[src/rtl/CPU_Defines.sv]
// Shared CPU definitions for the EXE-stage multiply/divide unit:
// operation and FSM state encodings, iteration count and a magnitude helper.
package CPU_Defines;

  localparam int MULDIV_ITER = 32;
  localparam int MULDIV_CNT_W = 6;

  typedef enum logic [2:0] {
    MD_NOP   = 3'd0,
    MD_MULT  = 3'd1,
    MD_MULTU = 3'd2,
    MD_DIV   = 3'd3,
    MD_DIVU  = 3'd4
  } MulDivOpType;

  typedef enum logic [1:0] {
    IDLE = 2'd0,
    MUL  = 2'd1,
    DIV  = 2'd2,
    DONE = 2'd3
  } MulDivStateType;

  // Absolute value for signed ops; unsigned ops pass the operand through.
  function automatic logic [31:0] mag32(input logic [31:0] v, input logic is_signed);
    return (is_signed && v[31]) ? (~v + 32'd1) : v;
  endfunction

endpackage

[src/rtl/muldiv_divcore.sv]
// Restoring radix-2 division datapath on unsigned operands: one quotient bit
// per step. Sign handling and divide-by-zero are left to the caller.
module muldiv_divcore (
  input  logic        clk,
  input  logic        rst,
  input  logic        start,
  input  logic        step,
  input  logic [31:0] dividend,
  input  logic [31:0] divisor,
  output logic [31:0] quotient,
  output logic [31:0] remainder
);

  logic [31:0] rem_q, quo_q, divisor_q;
  logic [32:0] shifted;
  logic [32:0] diff;
  logic        borrow;
  logic        diff_msb_unused;

  // Bring the next dividend bit into the partial remainder, then trial-subtract.
  assign shifted         = {rem_q, quo_q[31]};
  assign {borrow, diff}  = {1'b0, shifted} - {2'b00, divisor_q};
  assign diff_msb_unused = diff[32];

  always_ff @(posedge clk or posedge rst) begin
    if (rst) begin
      rem_q     <= '0;
      quo_q     <= '0;
      divisor_q <= '0;
    end else if (start) begin
      rem_q     <= '0;
      quo_q     <= dividend;
      divisor_q <= divisor;
    end else if (step) begin
      // NOTE: sequential state uses non-blocking assignments so every register
      // samples the pre-edge values, whatever the statement order.
      rem_q <= borrow ? shifted[31:0] : diff[31:0];
      quo_q <= {quo_q[30:0], ~borrow};
    end
  end

  assign quotient  = quo_q;
  assign remainder = rem_q;

endmodule

[src/rtl/exe_muldiv.sv]
// EXE-stage iterative MULT/MULTU/DIV/DIVU unit producing HI/LO with a done strobe.
// Define MULDIV_FAST_MUL_EN for a single-cycle multiplier; division stays iterative.
module exe_muldiv
  import CPU_Defines::*;
(
  input  logic        clk,
  input  logic        rst,
  input  logic        EXE_Flush,
  input  logic        EXE_Hold,
  input  logic [2:0]  EXE_MulDivOp,
  input  logic [31:0] EXE_OperandA,
  input  logic [31:0] EXE_OperandB,
  output logic        EXE_MulDivBusy,
  output logic        EXE_MulDivDone,
  output logic [31:0] EXE_HI,
  output logic [31:0] EXE_LO
);

  MulDivStateType state_q, state_d;
  MulDivOpType    op;
  logic [MULDIV_CNT_W-1:0] cnt_q;
  logic [63:0] prod_q;
  logic [31:0] a_raw_q, hi_q, lo_q;
  logic        neg_q, rem_neg_q, div0_q, is_div_q;
  logic        is_mul_op, is_div_op, is_signed, start;
  logic [31:0] mag_a, mag_b, quo_raw, rem_raw;
  logic [63:0] prod_fix;
  logic [31:0] res_hi, res_lo;

  assign op        = MulDivOpType'(EXE_MulDivOp);
  assign is_mul_op = (op == MD_MULT) || (op == MD_MULTU);
  assign is_div_op = (op == MD_DIV) || (op == MD_DIVU);
  assign is_signed = (op == MD_MULT) || (op == MD_DIV);
  assign start     = (state_q == IDLE) && (is_mul_op || is_div_op) && !EXE_Flush;
  assign mag_a     = mag32(EXE_OperandA, is_signed);
  assign mag_b     = mag32(EXE_OperandB, is_signed);

  always_ff @(posedge clk or posedge rst) begin
    if (rst) state_q <= IDLE;
    else     state_q <= state_d;
  end

  always_comb begin
    // NOTE: every output of this block gets a default first, so no path can
    // leave one unassigned and infer a latch.
    state_d        = state_q;
    EXE_MulDivBusy = 1'b0;
    case (state_q)
      IDLE: if (start) begin
        EXE_MulDivBusy = 1'b1;
`ifdef MULDIV_FAST_MUL_EN
        state_d = is_div_op ? DIV : DONE;
`else
        state_d = is_div_op ? DIV : MUL;
`endif
      end
      MUL, DIV: begin
        EXE_MulDivBusy = 1'b1;
        if (cnt_q == MULDIV_CNT_W'(1)) state_d = DONE;
      end
      DONE:    if (!EXE_Hold) state_d = IDLE;
      default: state_d = IDLE;
    endcase
    if (EXE_Flush) begin
      state_d        = IDLE;
      EXE_MulDivBusy = 1'b0;
    end
  end

  assign EXE_MulDivDone = (state_q == DONE);

  muldiv_divcore u_divcore (
    .clk       (clk),
    .rst       (rst),
    .start     (start && is_div_op),
    .step      (state_q == DIV),
    .dividend  (mag_a),
    .divisor   (mag_b),
    .quotient  (quo_raw),
    .remainder (rem_raw)
  );

`ifndef MULDIV_FAST_MUL_EN
  logic [31:0] mcand_q;
  logic [32:0] mul_sum;
  assign mul_sum = {1'b0, prod_q[63:32]} + {1'b0, mcand_q};
`endif

  // NOTE: datapath registers are reset too, so a reset mid-operation leaves
  // no stale partial result observable on HI/LO.
  always_ff @(posedge clk or posedge rst) begin
    if (rst) begin
      cnt_q     <= '0;
      prod_q    <= '0;
      a_raw_q   <= '0;
      neg_q     <= 1'b0;
      rem_neg_q <= 1'b0;
      div0_q    <= 1'b0;
      is_div_q  <= 1'b0;
`ifndef MULDIV_FAST_MUL_EN
      mcand_q   <= '0;
`endif
    end else if (EXE_Flush) begin
      cnt_q <= '0;
    end else if (start) begin
      cnt_q     <= MULDIV_CNT_W'(MULDIV_ITER);
      a_raw_q   <= EXE_OperandA;
      neg_q     <= is_signed && (EXE_OperandA[31] ^ EXE_OperandB[31]);
      rem_neg_q <= is_signed && EXE_OperandA[31];
      div0_q    <= (EXE_OperandB == 32'd0);
      is_div_q  <= is_div_op;
`ifdef MULDIV_FAST_MUL_EN
      prod_q    <= 64'(mag_a) * 64'(mag_b);
`else
      prod_q    <= {32'd0, mag_b};
      mcand_q   <= mag_a;
`endif
    end else if (state_q == MUL || state_q == DIV) begin
      cnt_q <= cnt_q - MULDIV_CNT_W'(1);
`ifndef MULDIV_FAST_MUL_EN
      // Shift-add: conditionally add the multiplicand into the upper half, shift right.
      if (state_q == MUL)
        prod_q <= prod_q[0] ? {mul_sum, prod_q[31:1]} : {1'b0, prod_q[63:1]};
`endif
    end
  end

  assign prod_fix = neg_q ? (~prod_q + 64'd1) : prod_q;

  always_comb begin
    res_hi = prod_fix[63:32];
    res_lo = prod_fix[31:0];
    if (is_div_q) begin
      if (div0_q) begin
        res_hi = a_raw_q;
        res_lo = 32'hFFFF_FFFF;
      end else begin
        res_hi = rem_neg_q ? (~rem_raw + 32'd1) : rem_raw;
        res_lo = neg_q     ? (~quo_raw + 32'd1) : quo_raw;
      end
    end
  end

  // Capture the fixed-up result during DONE so HI/LO hold it afterwards.
  always_ff @(posedge clk or posedge rst) begin
    if (rst) begin
      hi_q <= '0;
      lo_q <= '0;
    end else if (state_q == DONE) begin
      hi_q <= res_hi;
      lo_q <= res_lo;
    end
  end

  assign EXE_HI = (state_q == DONE) ? res_hi : hi_q;
  assign EXE_LO = (state_q == DONE) ? res_lo : lo_q;

endmodule

[config.mk]
export PLATFORM = sky130hd
export DESIGN_NAME = exe_muldiv
export DESIGN_NICKNAME = d
export VERILOG_FILES = /design/src/rtl/CPU_Defines.sv /design/src/rtl/muldiv_divcore.sv /design/src/rtl/exe_muldiv.sv
export SDC_FILE = /design/constraint.sdc
export NUM_CORES = 1
export LEC_CHECK = 0
export BUFFER_PORTS_ARGS = -buffer_cell sky130_fd_sc_hd__buf_2
export CORE_MARGIN = 2
export CORE_UTILIZATION = 29
export DETAILED_ROUTE_END_ITERATION = 10
export PLACE_DENSITY_LB_ADDON = 0.1
export SLEW_MARGIN = 5
export SYNTH_ARGS = -nofsm -noshare
export SYNTH_HDL_FRONTEND = slang
export SYNTH_SLANG_ARGS = --single-unit
[constraint.sdc]
create_clock -name clk -period 9.7 [get_ports clk]
set_input_delay 0.485 -clock clk [delete_from_list [all_inputs] [get_ports clk]]
set_output_delay 0.485 -clock clk [all_outputs]
set_load 0.02 [all_outputs]
==> results of run 1 <==
## kinds of logic (layout without fill, tap and decap cells)
group           after synthesis  after routing  synth area share [%]
compound gates              758            758                  23.6
xor+xnor                    226            226                  9.89
fa+ha+maj                    77             77                  4.89
buf+inv                     248            343                  4.66
flops                       299            299                  37.4
mux                          61             61                  3.10
other cells                   0              2                     0
simple gates                714            714                  16.4
## worst reg2reg max path, delay by kind of cell (launching register included)
family / cells / cell delay (ns)
flip-flops: 1 / 0.44
AND/OR/NAND/NOR: 7 / 3.02
AO/OA/AOI/OAI: 3 / 0.50
## sequential cells by signal, indices dropped and copies added (netlist names)
name,count
u_divcore.divisor_q,32
state_q,2
is_div_q,1
u_divcore.quotient,32
a_raw_q,32
prod_q,64
cnt_q,6
div0_q,1
u_divcore.remainder,32
lo_q,32
rem_neg_q,1
mcand_q,31
hi_q,32
neg_q,1
## power breakdown
part | switching, uW | internal, uW | leakage, uW
Combinational | 2980 | 1860 | 0.00529
Clock | 611 | 911 | 0.000653
Sequential | 788 | 1840 | 0.00371
## area by class of cell
class	count	area, um2
Antenna cell	2	5.00
Tap cell	882	1100
Inverter	108	413
Fill cell	7231	45600
Timing Repair Buffer	162	888
Clock inverter	13	148
Multi-Input combinational cell	1836	11600
Sequential cell	299	7490
Clock buffer	60	1170
## per-layer routing
layer / part of all wire (%) / wire length [um] / GRT usage [%]
met1: 47 / 36000 / 29.9
met2: 44 / 34100 / 33.7
met3: 4.8 / 3680 / 2.79
met4: 4.5 / 3510 / 9.43
met5: 0 / 0 / 0
## layout by cell type, fill, tap and decap left out, types with 16 or more instances in the layout
master     instances
a211oi_1          28
nand2b_1          20
o21ai_0          265
buf_4             25
nor4_1            17
xnor2_1          135
dfrtp_1          296
or4_1             16
inv_1            106
buf_2            136
nor2_1           124
nand2_1          362
nand4_1           17
a22oi_1           21
a31oi_1           21
xor2_1            91
a21oi_1          161
o31ai_1           47
nor2b_1           25
or3_1             20
a21o_1            38
o41ai_1           20
nand3_1           20
mux2i_1           53
o221ai_1          34
o22ai_1           28
o211ai_1          21
clkbuf_16         41
nor3_1            33
ha_1              73
## stage by stage
step	setup slack, ns	cells	hold slack, ns	util (%)
floorplan	0.954	2383	0.440	-
global placement	5.17	3287	0.462	31.5
detailed placement	5.13	3287	0.462	31.5
CTS	4.48	3360	0.0480	33.4
global route	4.23	3360	0.0627	33.4
finish	4.43	3362	-0.00777	33.4
## synthesized netlist by cell type, drive strengths merged, types with 7 or more instances
cell,n,area share (%)
buf,21,0.39
xnor2,135,5.9
nor3,33,0.83
nand4,17,0.53
clkbuf,119,2.2
a21o,38,1.4
a21oi,162,4.1
nand3,20,0.50
and2,7,0.22
xor2,91,4.0
or3,23,0.77
nor4,18,0.59
dfrtp,299,37
ha,75,4.7
and3,12,0.38
o221ai,34,1.5
a221oi,7,0.31
nor2,127,2.4
o21bai,8,0.30
o22ai,28,0.88
mux2,8,0.45
or4,20,0.83
nor2b,25,0.78
o21ai,266,6.7
inv,107,2.0
mux2i,53,2.7
a22oi,21,0.79
o41ai,22,1.0
nor3b,7,0.29
nand2b,20,0.63
a211oi,29,1.1
o211ai,21,0.79
o21a,12,0.45
o31ai,47,1.8
nand2,363,6.8
a31oi,21,0.66
## worst paths after layout
| path | end | depth (start not counted) |
|---|---|---|
| worst max-delay path | EXE_HI[21] | 11 |
| worst min-delay path | hi_q[18] | 2 |
| worst max register to register | hi_q[21] | 10 |
| worst min register to register | a_raw_q[5] | 2 |
| max in group asynchronous | neg_q | 3 |
| min in group clk | a_raw_q[26] | 3 |
==> reports/metrics.csv, run 1 <==
stage,metric,value,unit
run_status,outcome,"finished, violations left",
run_status,violated checks,negative hold slack,
grt,first-pass GRT wire length,115000,um
timing,Fin. Hold Viols,1,
grt,All-Layer GR Usage,21.6,%
pwr,maximum vdd drop,0.000161,V
timing,worst hold slack,-0.00777,ns
timing,RSZ-0062 raised after global routing,false,
worst_setup_path,Worst Path Required,9.22,ns
grt,GRT overflow,0,
layout,layout cells sized above 1,10.6,%
route,via count,18100,
worst_setup_path,CP Capture Type,output port,
worst_setup_path,"Max FO, Critical Path",10,
synth,Avg Inst Size Synth,8.39,um2
timing,Slew Limit Fails,0,
worst_setup_path,CP startpoint kind,flop,
worst_setup_path,Slowest cell on crit path,nor4_1,
timing,final setup violation count,0,
worst_setup_path,peak per-stage delay on the critical path,0.72,ns
synth,"Cell Area, Synth",0.0200,mm2
floorplanning,Initial Util,29.2,%
hold_path,Hold WC Path Type,in -> async,
synth,syn_nets,2531,
synth,cell count after synthesis,2383,
place,Placed Instance Area,0.0215,mm2
worst_setup_path,r2r startpoint,prod_q[2],
worst_setup_path,"most used cell, CP",o21ai_0,
synth,sequential area share after synthesis,37.4,%
route,detailed-route wire length per cell,23.0,um
timing,Relative slew margins,19.2,%
synth,Post-synth EDFFs,0,
route,Total Wirelength,77300,um
layout,Final nets,2596,
timing,final setup skew,0.0258,ns
route,Initial DRC Count,1452,
route,Avg Vias per Cell,5.38,
route,DRC Markers,0,
floorplanning,IO Pins,137,
synth,count of cell types in the netlist,76,
route,TritonRoute pass-1 iters,6,
floorplanning,core area,0.0685,mm2
grt,initial antenna violation count,0,
layout,cell area after layout,0.0229,mm2
worst_setup_path,worst reg-to-reg setup slack,5.60,ns
clocking,clk_lat worst skew,0.58,ns
run,max-cap violation count,0,
worst_setup_path,CP Buf/Inv Count,1,
grt,largest net degree at the start of global routing,134,
worst_setup_path,critical path's top delay family,simple AND/OR/NAND/NOR gates,
pwr,Overall Power,8990,uW
timing,FMAX,190,MHz
clocking,cts bufs inserted,41,
clocking,worst-case clock buffer depth,3,
place,Port Buffer Count,136,
worst_setup_path,Worst Setup SP,prod_q[2],
timing,Sum Neg Setup Slack,0,ns
clocking,hold buffers post-CTS,0,
grt,vias in the first global route,17500,
pwr,Pwr Density,393,mW/mm2
clocking,htree depth,2,
clocking,Num Clock Sinks,299,
clocking,Post-CTS Setup Repair Bufs,0,
worst_setup_path,"Arr. time, crit path",4.79,ns
timing,crit share post-route,54.4,%
place,RD Place Congestion,0.879,
clocking,CTS root buf,clkbuf_16,
floorplanning,Die Height,267,um
synth,asr flop ratio synth,100,%
layout,Area Growth Syn to Fin,14.3,%
timing,Least-Margin Pin Slew,1.21,ns
timing,post-layout minimum cycle time,5.27,ns
clocking,Clock transition at path regs,0.05,ns
synth,count of state elements after synthesis,299,
clocking,Post-CTS Resized,0,
route,ANT nets after route,0,
pwr,P_leak,0.00966,uW
floorplanning,DIE AREA,0.0711,mm2
floorplanning,die width,267,um
place,HPWL after detailed placement,58300,um
worst_setup_path,worst-path cell chain,or4_4 -> nor4_1 -> nand4_1 -> nor2_2 -> nand2_2 -> nand3_1 -> o21ai_0 -> nor3_1 -> a21oi_1 -> o21ai_0 -> buf_2,
clocking,CTS tree,yes,
synth,Synth Flop Type,dfrtp_1,
floorplanning,Cell Rows,96,
worst_setup_path,class of the most critical setup path,reg -> out,
synth,warnings from Yosys,0,
No activity file was read; power rests on OpenSTA's default activity.
==> run 2: changes to the inputs <==
- clock period: 9.7 -> 5.3 ns (I/O delays scaled with it)
==> run 2 against run 1 <==
Against the previous run:
- the run now ends clean
- utilization increased by 0.36 points
- non-clock buffer count increased by 27
- first-iteration DRC count decreased by 5.5%
- total power increased by 84%
- sequential share of layout area decreased by 0.35 points
- hold slack improved by 0.057 ns
- register-to-register slack got worse by 4.2 ns
- final area increased by 1.1%
- clock power increased by 82%
- die area unchanged
- largest cell class unchanged
==> reports/metrics.csv, run 2 (synthesis results as in run 1) <==
stage,metric,value,unit
route,Initial DRC Count,1372,
grt,gr busiest metal,met2,
route,DRC Markers,0,
timing,fin worst setup slack,0.537,ns
pwr,P_leak,0.00976,uW
worst_setup_path,R2R depth,12,
worst_setup_path,critical path's top delay family,simple AND/OR/NAND/NOR gates,
layout,most frequent cells in the layout,"nand2_1 (362), dfrtp_1 (296), o21ai_0 (265)",
layout,Top reg by flops,prod_q,
layout,register area,0.00749,mm2
clocking,CTS tree,yes,
timing,Relative slew margins,21.4,%
place,Port Buffer Count,136,
worst_setup_path,Slowest cell on crit path,or4_1,
worst_setup_path,CP startpoint kind,flop,
grt,initial antenna violation count,4,
timing,RSZ-0062 raised after global routing,false,
worst_setup_path,class of the most critical setup path,reg -> out,
grt,largest net degree at the start of global routing,134,
grt,vias in the first global route,17800,
place,pre-CTS WS,1.12,ns
route,ANT nets after route,0,
grt,met1 Usage GRT,30.6,%
layout,layout cells sized above 1,10.9,%
place,RD Place Congestion,0.914,
worst_setup_path,"Max FO, Critical Path",5,
timing,Fin. Hold Viols,0,
worst_setup_path,"Arr. time, crit path",4.50,ns
grt,M2 GR Usage,35.0,%
worst_setup_path,worst-path cell chain,or4_1 -> or4b_1 -> nor3_1 -> nand2_1 -> nor3b_2 -> nand4_1 -> o31ai_1 -> xor2_1 -> o221ai_1 -> buf_2,
route,TritonRoute pass-1 iters,5,
route,Avg Vias per Cell,5.35,
timing,final setup violation count,0,
worst_setup_path,r2r startpoint,u_divcore.remainder[0],
clocking,cts bufs inserted,41,
hold_path,Worst Hold Path EP,a_raw_q[2],
floorplanning,die width,267,um
layout,"commonest non-fill, non-tap cell in the layout",nand2_1,
hold_path,min-delay src,EXE_OperandA[2],
timing,final setup skew,0.0267,ns
timing,FMAX,210,MHz
timing,crit share post-route,89.9,%
timing,Slew Limit Fails,0,
grt,All-Layer GR Usage,21.9,%
clocking,Clock transition at path regs,0.06,ns
worst_setup_path,worst reg-to-reg setup slack,1.38,ns
floorplanning,Initial Util,29.2,%
timing,post-layout minimum cycle time,4.76,ns
layout,Layout Cells excl Fill,3388,
clocking,Num Clock Sinks,299,
layout,cell area after layout,0.0231,mm2
floorplanning,DIE AREA,0.0711,mm2
pwr,maximum vdd drop,0.000281,V
clocking,CTS root buf,clkbuf_16,
place,Placed Instance Area,0.0216,mm2
timing,Least-Margin Pin Slew,1.17,ns
route,Total Wirelength,77700,um
place,HPWL after detailed placement,59600,um
worst_setup_path,CP Buf/Inv Count,1,
worst_setup_path,Worst Path Required,5.04,ns
worst_setup_path,r2r endpoint,u_divcore.quotient[0],
worst_setup_path,CP Capture Type,output port,
pwr,Overall Power,16500,uW
route,via count,18100,
layout,Area Growth Syn to Fin,15.5,%
grt,GRT overflow,0,
grt,first-pass GRT wire length,117000,um
clocking,clk_lat worst skew,0.58,ns
hold_path,Hold WC Path Type,in -> reg,
worst_setup_path,peak per-stage delay on the critical path,0.57,ns
floorplanning,core area,0.0685,mm2
layout,Fillers,7200,
place,placed instance count,3297,
run_status,outcome,finished clean,
pwr,Pwr Density,714,mW/mm2
floorplanning,IO Pins,137,
grt,routing usage on met3,2.56,%
route,detailed-route wire length per cell,22.9,um
layout,multi-input logic area,0.0116,mm2
timing,Sum Neg Setup Slack,0,ns
layout,Largest register FFs,64,
run,max-cap violation count,0,
hold_path,Cells on Worst Hold Path,3,
floorplanning,Cell Rows,96,
floorplanning,Die Height,267,um
layout,Final nets,2623,
clocking,htree depth,2,
clocking,worst-case clock buffer depth,3,
[run 2: changes by cell type in the layout (fill, tap and decap cells not counted), moves of 2 or more]
cell	previous run	this run
buf_4	25	34
clkinv_2	8	5
clkbuf_8	7	9
dlygate4sd3_1	0	17
clkinvlp_4	0	3
[run 2: per-stage QoR]
step,util [%],hold slack (ns)
final,33.7,0.0492
after global routing,33.7,0.0270
after CTS,33.7,0.00774
after detailed placement,31.6,0.402
after global placement,31.6,0.397
after floorplan,-,0.370
[run 2: how the worst max path moves through the flow]
| stage | end | startpoint | cells past startpoint |
|---|---|---|---|
| 2_1_floorplan | a_raw_q[0] | rst | 1 |
| 6_report | EXE_HI[26] | prod_q[26] | 10 |
| 3_3_place_gp | EXE_HI[26] | prod_q[27] | 10 |
| 3_5_place_dp | EXE_HI[26] | prod_q[26] | 10 |
| 5_1_grt | EXE_HI[16] | prod_q[2] | 10 |
| 4_1_cts | EXE_HI[26] | prod_q[26] | 10 |
[run 2: where the power goes]
| group | leakage [uW] | internal, uW | switching, uW |
|---|---|---|---|
| Clock | 0.000640 | 1650 | 1110 |
| Combinational | 0.00541 | 3450 | 5470 |
| Sequential | 0.00371 | 3370 | 1470 |
[run 2: what timing repair did]
action,4_1_cts,5_1_grt
gates resized for setup,0,0
endpoints found under the hold margin,39,0
hold buffers,17,0
setup buffers,0,0
[run 2: worst min-delay path: stages]
cell and delay [ns]:
buf_2 0.18, nand2_1 0.08, nand2_1 0.05
[run 2: cell type report]
class / count / share of cell area, %
Clock buffer: 61 / 5.16
Multi-Input combinational cell: 1836 / 50.4
Tap cell: 882 / 4.78
Sequential cell: 299 / 32.4
Timing Repair Buffer: 189 / 4.96
Antenna cell: 2 / 0.0217
Clock inverter: 11 / 0.509
Inverter: 108 / 1.77
[run 2: metal layers]
| metal | vias to the layer above | share of wire, % |
|---|---|---|
| li1 | 8716 | - |
| met1 | 8854 | 47 |
| met2 | 451 | 46 |
| met4 | 0 | 3.3 |
| met3 | 101 | 4.4 |
| met5 | - | 0 |
